$ cat src/rtl/qsys_serial_slave_pkg.sv
// rtl/qsys_serial_slave_pkg.sv - frame constants and FSM states for the Qsys serial slave
// ST_TIMEOUT_ERR exists only when QSYS_SERIAL_SLAVE_TIMEOUT_EN is defined.
package qsys_serial_pkg;
  localparam int FRAME_BITS = 65;
  localparam int RESP_BITS = 32;
  localparam int RW_BIT = 64;
  localparam int CNT_W = 7;
  localparam logic [31:0] TIMEOUT_WORD = 32'hDEADBEEF;

  typedef enum logic [2:0] {
    ST_IDLE,
    ST_SHIFT_IN,
    ST_BUS_CMD,
    ST_BUS_RDATA,
    ST_RESP
`ifdef QSYS_SERIAL_SLAVE_TIMEOUT_EN
    , ST_TIMEOUT_ERR
`endif
  } state_e;
endpackage

$ cat src/rtl/qsys_serial_slave_if.sv
// rtl/qsys_serial_slave_if.sv - local Avalon-MM register bus between the slave and its registers
interface qsys_serial_slave_if #(
  parameter int address_size = 8
);
  logic [address_size-1:0] avm_local_address;
  logic [31:0]             avm_local_writedata;
  logic [3:0]              avm_local_byteenable;
  logic                    avm_local_write;
  logic                    avm_local_read;
  logic [31:0]             avm_local_readdata;
  logic                    avm_local_readdatavalid;
  logic                    avm_local_waitrequest;

  modport master (
    output avm_local_address, avm_local_writedata, avm_local_byteenable,
    output avm_local_write, avm_local_read,
    input  avm_local_readdata, avm_local_readdatavalid, avm_local_waitrequest
  );

  modport slave (
    input  avm_local_address, avm_local_writedata, avm_local_byteenable,
    input  avm_local_write, avm_local_read,
    output avm_local_readdata, avm_local_readdatavalid, avm_local_waitrequest
  );
endinterface

$ cat src/rtl/qsys_serial_slave_frame_rx.sv
// rtl/qsys_serial_slave_frame_rx.sv - serial_frame_rx: 65-bit command deserializer with length check
// Valid/error are flagged in the cycle sle falls so the top can register its response there.
module serial_frame_rx
  import qsys_serial_pkg::*;
(
  input  logic                  clk_i,
  input  logic                  rst_i,
  input  logic                  start_en_i,
  input  logic                  sdi_i,
  input  logic                  sle_i,
  output logic [FRAME_BITS-1:0] frame_o,
  output logic                  frame_valid_o,
  output logic                  frame_err_o
);
  localparam logic [CNT_W-1:0] CNT_FULL = CNT_W'(FRAME_BITS);
  localparam logic [CNT_W-1:0] CNT_MAX  = '1;

  logic [FRAME_BITS-1:0] sr_q;
  logic [CNT_W-1:0]      cnt_q;
  logic                  active_q;

  always_ff @(posedge clk_i or posedge rst_i) begin
    if (rst_i) begin
      sr_q     <= '0;
      cnt_q    <= '0;
      active_q <= 1'b0;
    end else if (active_q) begin
      if (sle_i) begin
        sr_q <= {sr_q[FRAME_BITS-2:0], sdi_i};
        if (cnt_q != CNT_MAX) cnt_q <= cnt_q + 1'b1;
      end else begin
        active_q <= 1'b0;
      end
    end else if (start_en_i && sle_i) begin
      sr_q     <= {{(FRAME_BITS-1){1'b0}}, sdi_i};
      cnt_q    <= 7'd1;
      active_q <= 1'b1;
    end
  end

  assign frame_o       = sr_q;
  assign frame_valid_o = active_q & ~sle_i & (cnt_q == CNT_FULL);
  assign frame_err_o   = active_q & ~sle_i & (cnt_q != CNT_FULL);
endmodule

$ cat src/rtl/qsys_serial_slave.sv
// rtl/qsys_serial_slave.sv - Qsys serial link endpoint: frame -> one Avalon-MM access -> 32-bit reply
// Optional bus watchdog: QSYS_SERIAL_SLAVE_TIMEOUT_EN.
module qsys_serial_slave
  import qsys_serial_pkg::*;
#(
  parameter int address_size   = 8,
  parameter int timeout_cycles = 256
) (
  input  logic csi_MCLK_clk,
  input  logic rsi_MRST_reset,
  input  logic sdi,
  input  logic sle,
  output logic sdo,
  output logic srdy,
  output logic frame_err,
  output logic busy,
  qsys_serial_slave_if.master avm
);
  localparam logic [4:0] LAST_BIT = 5'(RESP_BITS - 1);

  if (timeout_cycles < 2 || address_size < 1 || address_size > 31) begin : g_bad_cfg
    $error("qsys_serial_slave: unsupported timeout_cycles/address_size");
  end

  state_e                  state_q;
  logic [address_size-1:0] addr_q;
  logic [31:0]             wdata_q;
  logic                    write_q, read_q;
  logic [31:0]             resp_q;
  logic [4:0]              bitcnt_q;
  logic                    sdo_q, srdy_q, frame_err_q, busy_q;

  logic [FRAME_BITS-1:0]   rx_frame;
  logic                    rx_valid, rx_err;
  logic [31:0]             acc_word;
  logic                    unused_frame_bits;

`ifdef QSYS_SERIAL_SLAVE_TIMEOUT_EN
  localparam int TO_W = $clog2(timeout_cycles + 1);
  localparam logic [TO_W-1:0] TO_LAST = TO_W'(timeout_cycles - 1);
  logic [TO_W-1:0] to_cnt_q;
`endif

  serial_frame_rx u_rx (
    .clk_i         (csi_MCLK_clk),
    .rst_i         (rsi_MRST_reset),
    .start_en_i    (state_q == ST_IDLE),
    .sdi_i         (sdi),
    .sle_i         (sle),
    .frame_o       (rx_frame),
    .frame_valid_o (rx_valid),
    .frame_err_o   (rx_err)
  );

  // Writes always answer zero; reads answer whatever the bus returns.
  assign acc_word = write_q ? 32'h0 : avm.avm_local_readdata;
  assign unused_frame_bits = ^rx_frame[63:32+address_size];

  always_ff @(posedge csi_MCLK_clk or posedge rsi_MRST_reset) begin
    if (rsi_MRST_reset) begin
      state_q     <= ST_IDLE;
      addr_q      <= '0;
      wdata_q     <= '0;
      write_q     <= 1'b0;
      read_q      <= 1'b0;
      resp_q      <= '0;
      bitcnt_q    <= '0;
      sdo_q       <= 1'b0;
      srdy_q      <= 1'b0;
      frame_err_q <= 1'b0;
      busy_q      <= 1'b0;
`ifdef QSYS_SERIAL_SLAVE_TIMEOUT_EN
      to_cnt_q    <= '0;
`endif
    end else begin
      frame_err_q <= 1'b0;
      case (state_q)
        ST_IDLE: if (sle) begin
          state_q <= ST_SHIFT_IN;
          busy_q  <= 1'b1;
        end
        ST_SHIFT_IN: begin
          if (rx_valid) begin
            state_q <= ST_BUS_CMD;
            addr_q  <= rx_frame[32 +: address_size];
            wdata_q <= rx_frame[31:0];
            write_q <= rx_frame[RW_BIT];
            read_q  <= ~rx_frame[RW_BIT];
`ifdef QSYS_SERIAL_SLAVE_TIMEOUT_EN
            to_cnt_q <= '0;
`endif
          end else if (rx_err) begin
            state_q     <= ST_IDLE;
            busy_q      <= 1'b0;
            frame_err_q <= 1'b1;
          end
        end
        ST_BUS_CMD: begin
          if (!avm.avm_local_waitrequest) begin
            write_q <= 1'b0;
            read_q  <= 1'b0;
            if (write_q || avm.avm_local_readdatavalid) begin
              state_q  <= ST_RESP;
              srdy_q   <= 1'b1;
              sdo_q    <= acc_word[31];
              resp_q   <= {acc_word[30:0], 1'b0};
              bitcnt_q <= LAST_BIT;
            end else begin
              state_q <= ST_BUS_RDATA;
`ifdef QSYS_SERIAL_SLAVE_TIMEOUT_EN
              to_cnt_q <= '0;
`endif
            end
          end
`ifdef QSYS_SERIAL_SLAVE_TIMEOUT_EN
          else if (to_cnt_q == TO_LAST) begin
            write_q     <= 1'b0;
            read_q      <= 1'b0;
            frame_err_q <= 1'b1;
            state_q     <= ST_TIMEOUT_ERR;
          end else begin
            to_cnt_q <= to_cnt_q + 1'b1;
          end
`endif
        end
        ST_BUS_RDATA: begin
          if (avm.avm_local_readdatavalid) begin
            state_q  <= ST_RESP;
            srdy_q   <= 1'b1;
            sdo_q    <= acc_word[31];
            resp_q   <= {acc_word[30:0], 1'b0};
            bitcnt_q <= LAST_BIT;
          end
`ifdef QSYS_SERIAL_SLAVE_TIMEOUT_EN
          else if (to_cnt_q == TO_LAST) begin
            frame_err_q <= 1'b1;
            state_q     <= ST_TIMEOUT_ERR;
          end else begin
            to_cnt_q <= to_cnt_q + 1'b1;
          end
`endif
        end
`ifdef QSYS_SERIAL_SLAVE_TIMEOUT_EN
        ST_TIMEOUT_ERR: begin
          state_q  <= ST_RESP;
          srdy_q   <= 1'b1;
          sdo_q    <= TIMEOUT_WORD[31];
          resp_q   <= {TIMEOUT_WORD[30:0], 1'b0};
          bitcnt_q <= LAST_BIT;
        end
`endif
        ST_RESP: begin
          if (bitcnt_q == 5'd0) begin
            state_q <= ST_IDLE;
            srdy_q  <= 1'b0;
            sdo_q   <= 1'b0;
            busy_q  <= 1'b0;
          end else begin
            sdo_q    <= resp_q[31];
            resp_q   <= {resp_q[30:0], 1'b0};
            bitcnt_q <= bitcnt_q - 1'b1;
          end
        end
        default: begin
          state_q <= ST_IDLE;
          busy_q  <= 1'b0;
        end
      endcase
    end
  end

  assign avm.avm_local_address    = addr_q;
  assign avm.avm_local_writedata  = wdata_q;
  assign avm.avm_local_byteenable = 4'hF;
  assign avm.avm_local_write      = write_q;
  assign avm.avm_local_read       = read_q;
  assign sdo       = sdo_q;
  assign srdy      = srdy_q;
  assign frame_err = frame_err_q;
  assign busy      = busy_q;
endmodule
$ cat src/flat_wrapper.sv
// flat-port wrapper written by rule: the top's interface ports become plain ports
module qsys_serial_slave_flat import qsys_serial_pkg::*;
#(
  parameter int address_size   = 8,
  parameter int timeout_cycles = 256
)
  (csi_MCLK_clk, rsi_MRST_reset, sdi, sle, sdo, srdy, frame_err, busy, avm_avm_local_address, avm_avm_local_writedata, avm_avm_local_byteenable, avm_avm_local_write, avm_avm_local_read, avm_avm_local_readdata, avm_avm_local_readdatavalid, avm_avm_local_waitrequest);
  qsys_serial_slave_if #(.address_size(address_size)) avm_i ();
  input  logic csi_MCLK_clk;
  input  logic rsi_MRST_reset;
  input  logic sdi;
  input  logic sle;
  output logic sdo;
  output logic srdy;
  output logic frame_err;
  output logic busy;
  output wire logic [$bits(avm_i.avm_local_address)-1:0] avm_avm_local_address;
  output wire logic [$bits(avm_i.avm_local_writedata)-1:0] avm_avm_local_writedata;
  output wire logic [$bits(avm_i.avm_local_byteenable)-1:0] avm_avm_local_byteenable;
  output wire logic [$bits(avm_i.avm_local_write)-1:0] avm_avm_local_write;
  output wire logic [$bits(avm_i.avm_local_read)-1:0] avm_avm_local_read;
  input wire logic [$bits(avm_i.avm_local_readdata)-1:0] avm_avm_local_readdata;
  input wire logic [$bits(avm_i.avm_local_readdatavalid)-1:0] avm_avm_local_readdatavalid;
  input wire logic [$bits(avm_i.avm_local_waitrequest)-1:0] avm_avm_local_waitrequest;
  assign avm_avm_local_address = avm_i.avm_local_address;
  assign avm_avm_local_writedata = avm_i.avm_local_writedata;
  assign avm_avm_local_byteenable = avm_i.avm_local_byteenable;
  assign avm_avm_local_write = avm_i.avm_local_write;
  assign avm_avm_local_read = avm_i.avm_local_read;
  assign avm_i.avm_local_readdata = avm_avm_local_readdata;
  assign avm_i.avm_local_readdatavalid = avm_avm_local_readdatavalid;
  assign avm_i.avm_local_waitrequest = avm_avm_local_waitrequest;
  qsys_serial_slave #(.address_size(address_size), .timeout_cycles(timeout_cycles)) u_core (.csi_MCLK_clk(csi_MCLK_clk), .rsi_MRST_reset(rsi_MRST_reset), .sdi(sdi), .sle(sle), .sdo(sdo), .srdy(srdy), .frame_err(frame_err), .busy(busy), .avm(avm_i));
endmodule
$ cat config.mk
export PLATFORM = sky130hd
export DESIGN_NAME = qsys_serial_slave_flat
export DESIGN_NICKNAME = d
export VERILOG_FILES = /design/src/rtl/qsys_serial_slave_pkg.sv /design/src/rtl/qsys_serial_slave_if.sv /design/src/rtl/qsys_serial_slave_frame_rx.sv /design/src/rtl/qsys_serial_slave.sv /design/src/flat_wrapper.sv
export SDC_FILE = /design/constraint.sdc
export NUM_CORES = 1
export LEC_CHECK = 0
export ABC_AREA = 1
export CAP_MARGIN = 20
export CORE_ASPECT_RATIO = 1.25
export CORE_UTILIZATION = 40
export DETAILED_ROUTE_END_ITERATION = 7
export GPL_ROUTABILITY_DRIVEN = 0
export SLEW_MARGIN = 10
export SYNTH_ARGS = -nofsm -noshare
export SYNTH_HDL_FRONTEND = slang
export SYNTH_SLANG_ARGS = --single-unit
$ cat constraint.sdc
create_clock -name csi_MCLK_clk -period 17.7 [get_ports csi_MCLK_clk]
set_input_delay 5.31 -clock csi_MCLK_clk [delete_from_list [all_inputs] [get_ports csi_MCLK_clk]]
set_output_delay 5.31 -clock csi_MCLK_clk [all_outputs]
set_load 0.01 [all_outputs]
# Word level (Yosys, flattened, before mapping)
# Cells that the tools add are included.
[totals]
rom_bits = 0
regBits = 159
n_memories = 0
mem_bits_rw = 0
latchBits = 0
[classes]
n_eq_ne = 19
div_mod_pow = 0
bitwise_logic = 6
n_mux = 51
n_reduce_logical = 17
n_mul = 0
n_lt_le_gt_ge = 0
n_addsub = 2
shifts = 0
[ops]
columns = ["op", "count"]
rows = [
  ["$mux 65", 3],
  ["$mux 32", 5],
  ["$pmux 32 s3", 1],
  ["$mux 7", 4],
  ["$mux 3", 7],
  ["$mux 1", 20],
  ["$mux 5", 4],
  ["$reduce_and 5->1", 4],
  ["$pmux 3 s5", 1],
  ["$pmux 5 s3", 1],
  ["$ne 7x7->1 const B", 2],
  ["$ne 2x2->1 const B", 6],
  ["$ne 2x1->1 const B", 5],
  ["$add 7x1->7 const B", 1],
  ["$eq 7x7->1 const B", 1],
  ["$eq 3x2->1 const B", 2],
  ["$pmux 1 s3", 2],
  ["$reduce_and 3->1", 2],
  ["$logic_not 5->1", 1],
  ["$sub 5x1->5 const B", 1],
  ["$pmux 1 s2", 2],
  ["$pmux 1 s4", 1],
  ["$reduce_and 2->1", 2],
  ["$reduce_and 4->1", 1],
  ["other kinds (11)", 16],
]

# Longest topological paths before layout
# Gate-level depths: netlist of run 1.
[depth]
word_depth = 6
ltp_mapped = 11

# By module
# Synthesis of run 1 repeated with hierarchy kept, for this count alone.
[unflattened]
cells_unflattened = 875
area_unflattened_um2 = 7249.5
[modules_own_cells]
columns = ["mod", "instances", "cells_each", "area_each_um2"]
rows = [
  ["qsys_serial_slave", 1, 598, 4335.4],
  ["serial_frame_rx", 1, 277, 2914.0],
]

# Worst setup path after synthesis of run 1
# Ideal clock, no wire load.
[synth_timing]
kind = "input to register"
startpoint = "input port sle"
endpoint = "register u_core.u_rx.sr_q[47] (netlist: u_core.u_rx.frame_o[47])"
path_buffers = 2
t_arrival_ns = 6.057
path_stages = 4
path_slack_ns = 11.504
path_cell_list = "nand2_1 clkbuf_1 buf_1 o22ai_1"
[synth_via]
elab_chain_cells = 3
elab_cells_between_ends = 4
[synth_lines]
columns = ["element", "line", "source"]
rows = [
  ["start, declared", "flat_wrapper.sv:12", "input logic sle;"],
  ["$logic_and 1x1->1", "qsys_serial_slave_frame_rx.sv:34", "end else if (start_en_i && sle_i) begin"],
  ["$reduce_bool 2->1 (no line)", "-", ""],
  ["$reduce_and 2->1 (no line) (*)", "-", ""],
  ["end signal, assigned", "qsys_serial_slave_frame_rx.sv:29", "sr_q <= {sr_q[FRAME_BITS-2:0], sdi_i};"],
  ["end signal, assigned", "qsys_serial_slave_frame_rx.sv:35", "sr_q <= {{(FRAME_BITS-1){1'b0}}, sdi_i};"],
  ["end, declared", "qsys_serial_slave_frame_rx.sv:18", "logic [FRAME_BITS-1:0] sr_q;"],
]
# Mark *: on every way between the ends. The rest lies on a longest branch, timed or not.
# A chain may end at the register's enable or synchronous reset.

# Worst setup path in the final report of run 1
[layout_timing]
startpoint = "input port avm_avm_local_readdatavalid"
endpoint = "register u_core.resp_q[4]"
[layout_via]
elab_chain_cells = 3
elab_cells_between_ends = 4
[layout_lines]
columns = ["element", "line", "source"]
rows = [
  ["start, declared", "flat_wrapper.sv:23", "input wire logic [$bits(avm_i.avm_local_readdatavalid)-1:0] avm_avm_local_readdatavalid;"],
  ["$logic_or 1x1->1", "qsys_serial_slave.sv:102", "if (write_q || avm.avm_local_readdatavalid) begin"],
  ["$ne 2x1->1 (no line)", "-", ""],
  ["$reduce_and 5->1 (no line) (*)", "-", ""],
  ["end signal, assigned", "qsys_serial_slave.sv:106", "resp_q <= {acc_word[30:0], 1'b0};"],
  ["end signal, assigned", "qsys_serial_slave.sv:131", "resp_q <= {acc_word[30:0], 1'b0};"],
  ["end signal, assigned", "qsys_serial_slave.sv:160", "resp_q <= {resp_q[30:0], 1'b0};"],
  ["end, declared", "qsys_serial_slave.sv:29", "logic [31:0] resp_q;"],
]
# Marked as above.

==> results of run 1 <==
[layout make-up]
cell class              instances  share of cell area [%]
flip-flops and latches        158                    45.9
well taps                     224                    3.26
clock buffers                  20                    5.19
clock inverters                10                    1.63
multi-input cells             508                    28.3
repair buffers                 91                    10.3
inverters                     122                    5.38
[worst max-delay path, cell delays in order]
cell             delay [ns]
clkdlybuf4s50_1        0.51
nor2_1                 0.07
nand2_1                0.10
inv_2                  0.05
nor2_4                 0.68
nand3_4                0.58
nand2_1                0.19
nand2_1                0.06
[stage by stage]
| step | cell area (sq um) | setup WS [ns] | hold WS [ns] | power, W | utilization (%) |
|---|---|---|---|---|---|
| floorplan | 7150 | 8.13 | 0.442 | 0.000580 | - |
| detailed placement | 8020 | 10.01 | 0.459 | 0.000633 | 46.0 |
| global route | 8610 | 10.16 | 0.485 | 0.00105 | 49.4 |
| finish | 8610 | 10.43 | 0.471 | 0.000989 | 49.4 |
| CTS | 8610 | 10.43 | 0.475 | 0.00100 | 49.4 |
| global placement | 8020 | 10.03 | 0.455 | 0.000630 | 46.0 |
[cell families after synthesis]
kind of cell | count (synthesis) | synth area share, %
buf+inv | 177 | 10.8
flops | 158 | 55.4
mux | 1 | 0.140
compound gates | 112 | 9.51
fa+ha+maj | 3 | 0.526
simple gates | 385 | 23.2
other cells | 1 | 0.0525
xor+xnor | 3 | 0.368
[where the power goes]
group / total, W / internal (W) / switching [W] / leakage, nW
Combinational: 0.000175 / 0.0000633 / 0.000112 / 1.76
Clock: 0.000364 / 0.000224 / 0.000140 / 0.278
Sequential: 0.000450 / 0.000414 / 0.0000354 / 2.14
[worst min path at each step]
stage                                               from                        endpoint  slack, ns  cells past startpoint
after global placement     u_core.resp_q[31]$_DFFE_PP0P_   u_core.resp_q[31]$_DFFE_PP0P_       0.46                      2
final                      u_core.resp_q[26]$_DFFE_PP0P_   u_core.resp_q[26]$_DFFE_PP0P_       0.47                      2
after floorplan           u_core.bitcnt_q[4]$_DFFE_PP0P_  u_core.bitcnt_q[4]$_DFFE_PP0P_       0.44                      2
after global routing      u_core.bitcnt_q[1]$_DFFE_PP0P_  u_core.bitcnt_q[1]$_DFFE_PP0P_       0.48                      2
after detailed placement   u_core.resp_q[26]$_DFFE_PP0P_   u_core.resp_q[26]$_DFFE_PP0P_       0.46                      2
after CTS                  u_core.resp_q[26]$_DFFE_PP0P_   u_core.resp_q[26]$_DFFE_PP0P_       0.47                      2
[Yosys cell counts]
master    number  area (sq um)
nand4_1       34           213
o21ai_0        3          15.0
a21oi_1        3          15.0
conb_1         1          3.75
xor2_1         2          17.5
clkbuf_1      17          63.8
nor3b_1        1          7.51
inv_1        119           447
nor2_2         3          18.8
o21ai_1       31           155
dfrtp_1      158          3950
nand3b_1       2          15.0
o21ai_2       10          87.6
buf_2         16          80.1
nand2_2        2          12.5
o22ai_1       65           407
mux2i_1        1          10.0
inv_2          3          11.3
xnor2_1        1          8.76
nand3_4        1          17.5
ha_1           3          37.5
nor2_4         3          33.8
nand2_4        1          11.3
buf_1          5          18.8
nand2_1      234           878
buf_6          6          67.6
buf_4         11          82.6
nand3_1       50           250
nor2_1        54           203
[registers in the layout, summed over array words and instances, names as in the netlist]
signal                          flops
u_core.avm.avm_local_address        8
u_core.avm.avm_local_read           1
u_core.avm.avm_local_write          1
u_core.avm.avm_local_writedata     32
u_core.bitcnt_q                     5
u_core.busy                         1
u_core.frame_err                    1
u_core.resp_q                      31
u_core.sdo                          1
u_core.srdy                         1
u_core.state_q                      3
u_core.u_rx.active_q                1
u_core.u_rx.cnt_q                   7
u_core.u_rx.frame_o                65
[per-layer routing]
metal  part of all wire [%]  vias up
met3                    4.1        6
met2                     48      103
met4                   0.61        0
met5                      0        -
li1                       -     2803
met1                     48     2582
==> impl_metrics.json, run 1 <==
{
  "status": "complete, no violations",
  "initial_utilization_pct": 41.0,
  "tritoncts.num_buffers": 17,
  "die_h_um": 151,
  "syn_area_sq_um": 7140,
  "min_path_type": "flip-flop to flip-flop",
  "max_freq_ghz": 0.138,
  "grt_busiest_layer": "met2",
  "max-slew-margin-rel_pct": 38.1,
  "via_per_inst": 4.85,
  "post_cts_buffers": 0,
  "crit_type": "input port to flip-flop",
  "dp_hpwl_mm": 8.98,
  "critPathArrivalTime_ns": 7.56,
  "antenna_found_initial": 0,
  "reg2reg_slack_ns": 15.28,
  "vias": 5494,
  "maxSlewViolCount": 0,
  "required_ns": 17.99,
  "use_met1_pct": 23.2,
  "cts-resized-gates": 0,
  "grt_pass1_wl_mm": 25.4,
  "cts.path.max_buffers": 2,
  "finClkSkew_ns": 0.00708,
  "initialDrtViolationCount": 344,
  "cap_violations": 0,
  "grt.met2_usage_pct": 28.7,
  "period_needed_ns": 7.27,
  "ant_nets": 0,
  "hold_buffers": 0,
  "cts_max_level": 4,
  "reg2reg_from": "u_core.state_q[2]$_DFFE_PP0P_",
  "dp_cells": 1103,
  "r2r_end": "u_core.resp_q[4]$_DFFE_PP0P_",
  "grt_overflow_total": 0,
  "ir_worst_vdd_uv": 63.0,
  "multiInputGateArea_sq_um": 2430,
  "layout_common_cells": "232 x nand2_1, 158 x dfrtp_1, 118 x inv_1",
  "fin_crit_sh_pct": 41.1,
  "ys_types": 29,
  "power.density_nw_per_um2": 115,
  "area_growth_pct": 20.5,
  "rsz0062_at_grt": "false",
  "finalSetupViolations": 0,
  "seq_area_sq_um": 3950,
  "grt_pass1_vias": 5304,
  "fp.dieW_um": 122,
  "dieArea_sq_um": 18400,
  "drive_gt1_share_pct": 6.82,
  "critPathLaunch": "avm_avm_local_readdatavalid",
  "grt_start_max_net_pins": 86,
  "nets": 939,
  "tightest_slew_ns": 0.929,
  "avgSynthCellArea_sq_um": 8.50,
  "fillers": 1671,
  "syn_inst": 840,
  "track_usage_pct": 17.4,
  "synth_seq_cells": 158,
  "io_pins": 88,
  "grtUsageMet3_pct": 3.39,
  "diodes": 0,
  "setup_tns_ns": 0,
  "io_buffer_count": 83,
  "r2r_cells": 7,
  "clock-root-buffer": "clkbuf_16",
  "stdcell_count": 1133,
  "final_common_cell": "nand2_1",
  "critPathLaunchType": "input port",
  "path_max_fanout": 39,
  "worstSkewPairLatency_ns": 0.41,
  "p_leak_nw": 4.17,
  "endpoint_kind": "flip-flop",
  "endpoint": "u_core.resp_q[4]$_DFFE_PP0P_",
  "final_hold_viol_count": 0,
  "cts_tree": "built",
  "wire_per_inst_um": 13.1,
  "rows": 54,
  "drt_drc_violations_left": 0,
  "routed_wl_mm": 14.9,
  "core_sq_um": 17400,
  "yosysSeqAreaShare_pct": 55.4,
  "firstDrtPassIters": 4,
  "clkSinkCount": 158,
  "yosysWarningCount": 0,
  "path_clk_slew_ns": 0.06
}
No activity file was read; power rests on OpenSTA's default activity.
==> run 2, diff against run 1 <==
clock period = 7.4 ns   (was 17.7 ns; I/O delays follow)
==> run 2 against run 1 <==
Critical path depth unchanged. Via count decreased by 0.62%. Sequential power rose by 140%.
==> impl_metrics.json, run 2 (synthesized netlist as in run 1, its figures left out) <==
{
  "initialDrtViolationCount": 453,
  "grt_pass1_wl_mm": 26.1,
  "die_h_um": 151,
  "hold_buffers": 0,
  "required_ns": 7.71,
  "finClkSkew_ns": 0.0113,
  "fillers": 1685,
  "drt_drc_violations_left": 0,
  "post_cts_buffers": 0,
  "worstSkewPairLatency_ns": 0.43,
  "p_leak_nw": 4.19,
  "rows": 54,
  "worst_slack_ns": 3.19,
  "core_sq_um": 17400,
  "dp_hpwl_mm": 9.10,
  "max_freq_ghz": 0.238,
  "grt_pass1_vias": 5225,
  "place_area_sq_um": 8020,
  "cts.path.max_buffers": 2,
  "firstDrtPassIters": 4,
  "seq_area_sq_um": 3950,
  "path_max_fanout": 39,
  "diodes": 0,
  "critPathLaunchType": "input port",
  "vias": 5460,
  "largest_register_ffs": 65,
  "finalSetupViolations": 0,
  "cts_tree": "built",
  "area_growth_pct": 21.0,
  "rsz0062_at_grt": "false",
  "design_area_sq_um": 8640,
  "routed_wl_mm": 15.2,
  "fin_crit_sh_pct": 56.9,
  "final_common_cell": "nand2_1",
  "antenna_found_initial": 0,
  "via_per_inst": 4.81,
  "io_pins": 88,
  "multiInputGateArea_sq_um": 2430,
  "crit_type": "input port to flip-flop",
  "max-slew-margin-rel_pct": 39.5,
  "ant_nets": 0,
  "power.total_w": 0.00237,
  "power.density_nw_per_um2": 274,
  "setup_tns_ns": 0,
  "grt_start_max_net_pins": 118,
  "initial_utilization_pct": 41.0,
  "cts_max_level": 4,
  "clock-root-buffer": "clkbuf_16",
  "drive_gt1_share_pct": 7.13,
  "tightest_slew_ns": 0.905,
  "min_path_type": "flip-flop to flip-flop",
  "track_usage_pct": 18.2,
  "endpoint_kind": "flip-flop",
  "cap_violations": 0,
  "place_ws_ns": 2.76,
  "ir_worst_vdd_uv": 129,
  "critPathArrivalTime_ns": 4.51,
  "final_hold_viol_count": 0,
  "wire_per_inst_um": 13.4,
  "nets": 940,
  "io_buffer_count": 83,
  "grt_overflow_total": 0,
  "tritoncts.num_buffers": 17,
  "maxSlewViolCount": 0,
  "layout_common_cells": "232 x nand2_1, 158 x dfrtp_1, 118 x inv_1",
  "status": "complete, no violations",
  "cts-resized-gates": 0,
  "dieArea_sq_um": 18400,
  "fp.dieW_um": 122,
  "clkSinkCount": 158,
  "path_clk_slew_ns": 0.06,
  "period_needed_ns": 4.21
}
-- run 2: worst paths after layout --
| check | start | end | slack, ns | cells past startpoint |
|---|---|---|---|---|
| max | avm_avm_local_readdatavalid | u_core.resp_q[3]$_DFFE_PP0P_ | 3.19 | 8 |
| min | u_core.resp_q[6]$_DFFE_PP0P_ | u_core.resp_q[6]$_DFFE_PP0P_ | 0.47 | 2 |
| min in group asynchronous | rsi_MRST_reset | u_core.avm.avm_local_writedata[23]$_DFFE_PP0P_ | 2.12 | 2 |
| max in group asynchronous | rsi_MRST_reset | u_core.bitcnt_q[0]$_DFFE_PP0P_ | 4.44 | 3 |
| min reg2reg | u_core.resp_q[6]$_DFFE_PP0P_ | u_core.resp_q[6]$_DFFE_PP0P_ | 0.47 | 2 |
| max reg2reg | u_core.state_q[2]$_DFFE_PP0P_ | u_core.resp_q[3]$_DFFE_PP0P_ | 4.96 | 7 |
-- run 2: power by group --
part | internal (W) | leakage [nW] | switching, W
logic | 0.000153 | 1.77 | 0.000275
registers | 0.000991 | 2.14 | 0.0000845
clock network | 0.000518 | 0.284 | 0.000351
-- run 2: cell type report --
cell class,instances,share of cell area (%)
multi-input cells,508,28.2
flip-flops and latches,158,45.8
inverters,122,5.36
repair buffers,92,10.6
well taps,224,3.24
clock buffers,21,5.33
clock inverters,11,1.53
-- run 2: per-stage QoR --
stage	util, %	hold WS, ns	instances
6_report	49.6	0.470	1136
5_1_grt	49.6	0.490	1136
4_1_cts	49.4	0.473	1135
3_5_place_dp	46.0	0.459	1103
3_3_place_gp	46.0	0.456	1103
2_1_floorplan	-	0.442	843
-- run 2: routing by layer --
| metal | wire, um | vias to the layer above | GRT usage, % |
|---|---|---|---|
| met5 | 0 | - | 0 |
| met4 | 174 | 0 | 5.74 |
| met3 | 641 | 15 | 4.67 |
| met2 | 7300 | 92 | 28.9 |
| met1 | 7130 | 2541 | 24.4 |
| li1 | - | 2812 | - |
-- run 2: critical path: stages --
cell and delay, ns:
clkdlybuf4s50_1 0.50, nor2_1 0.06, nand2_1 0.10, inv_2 0.05, nor2_4 0.70, nand3_4 0.59, nand2_1 0.21, nand2_1 0.07
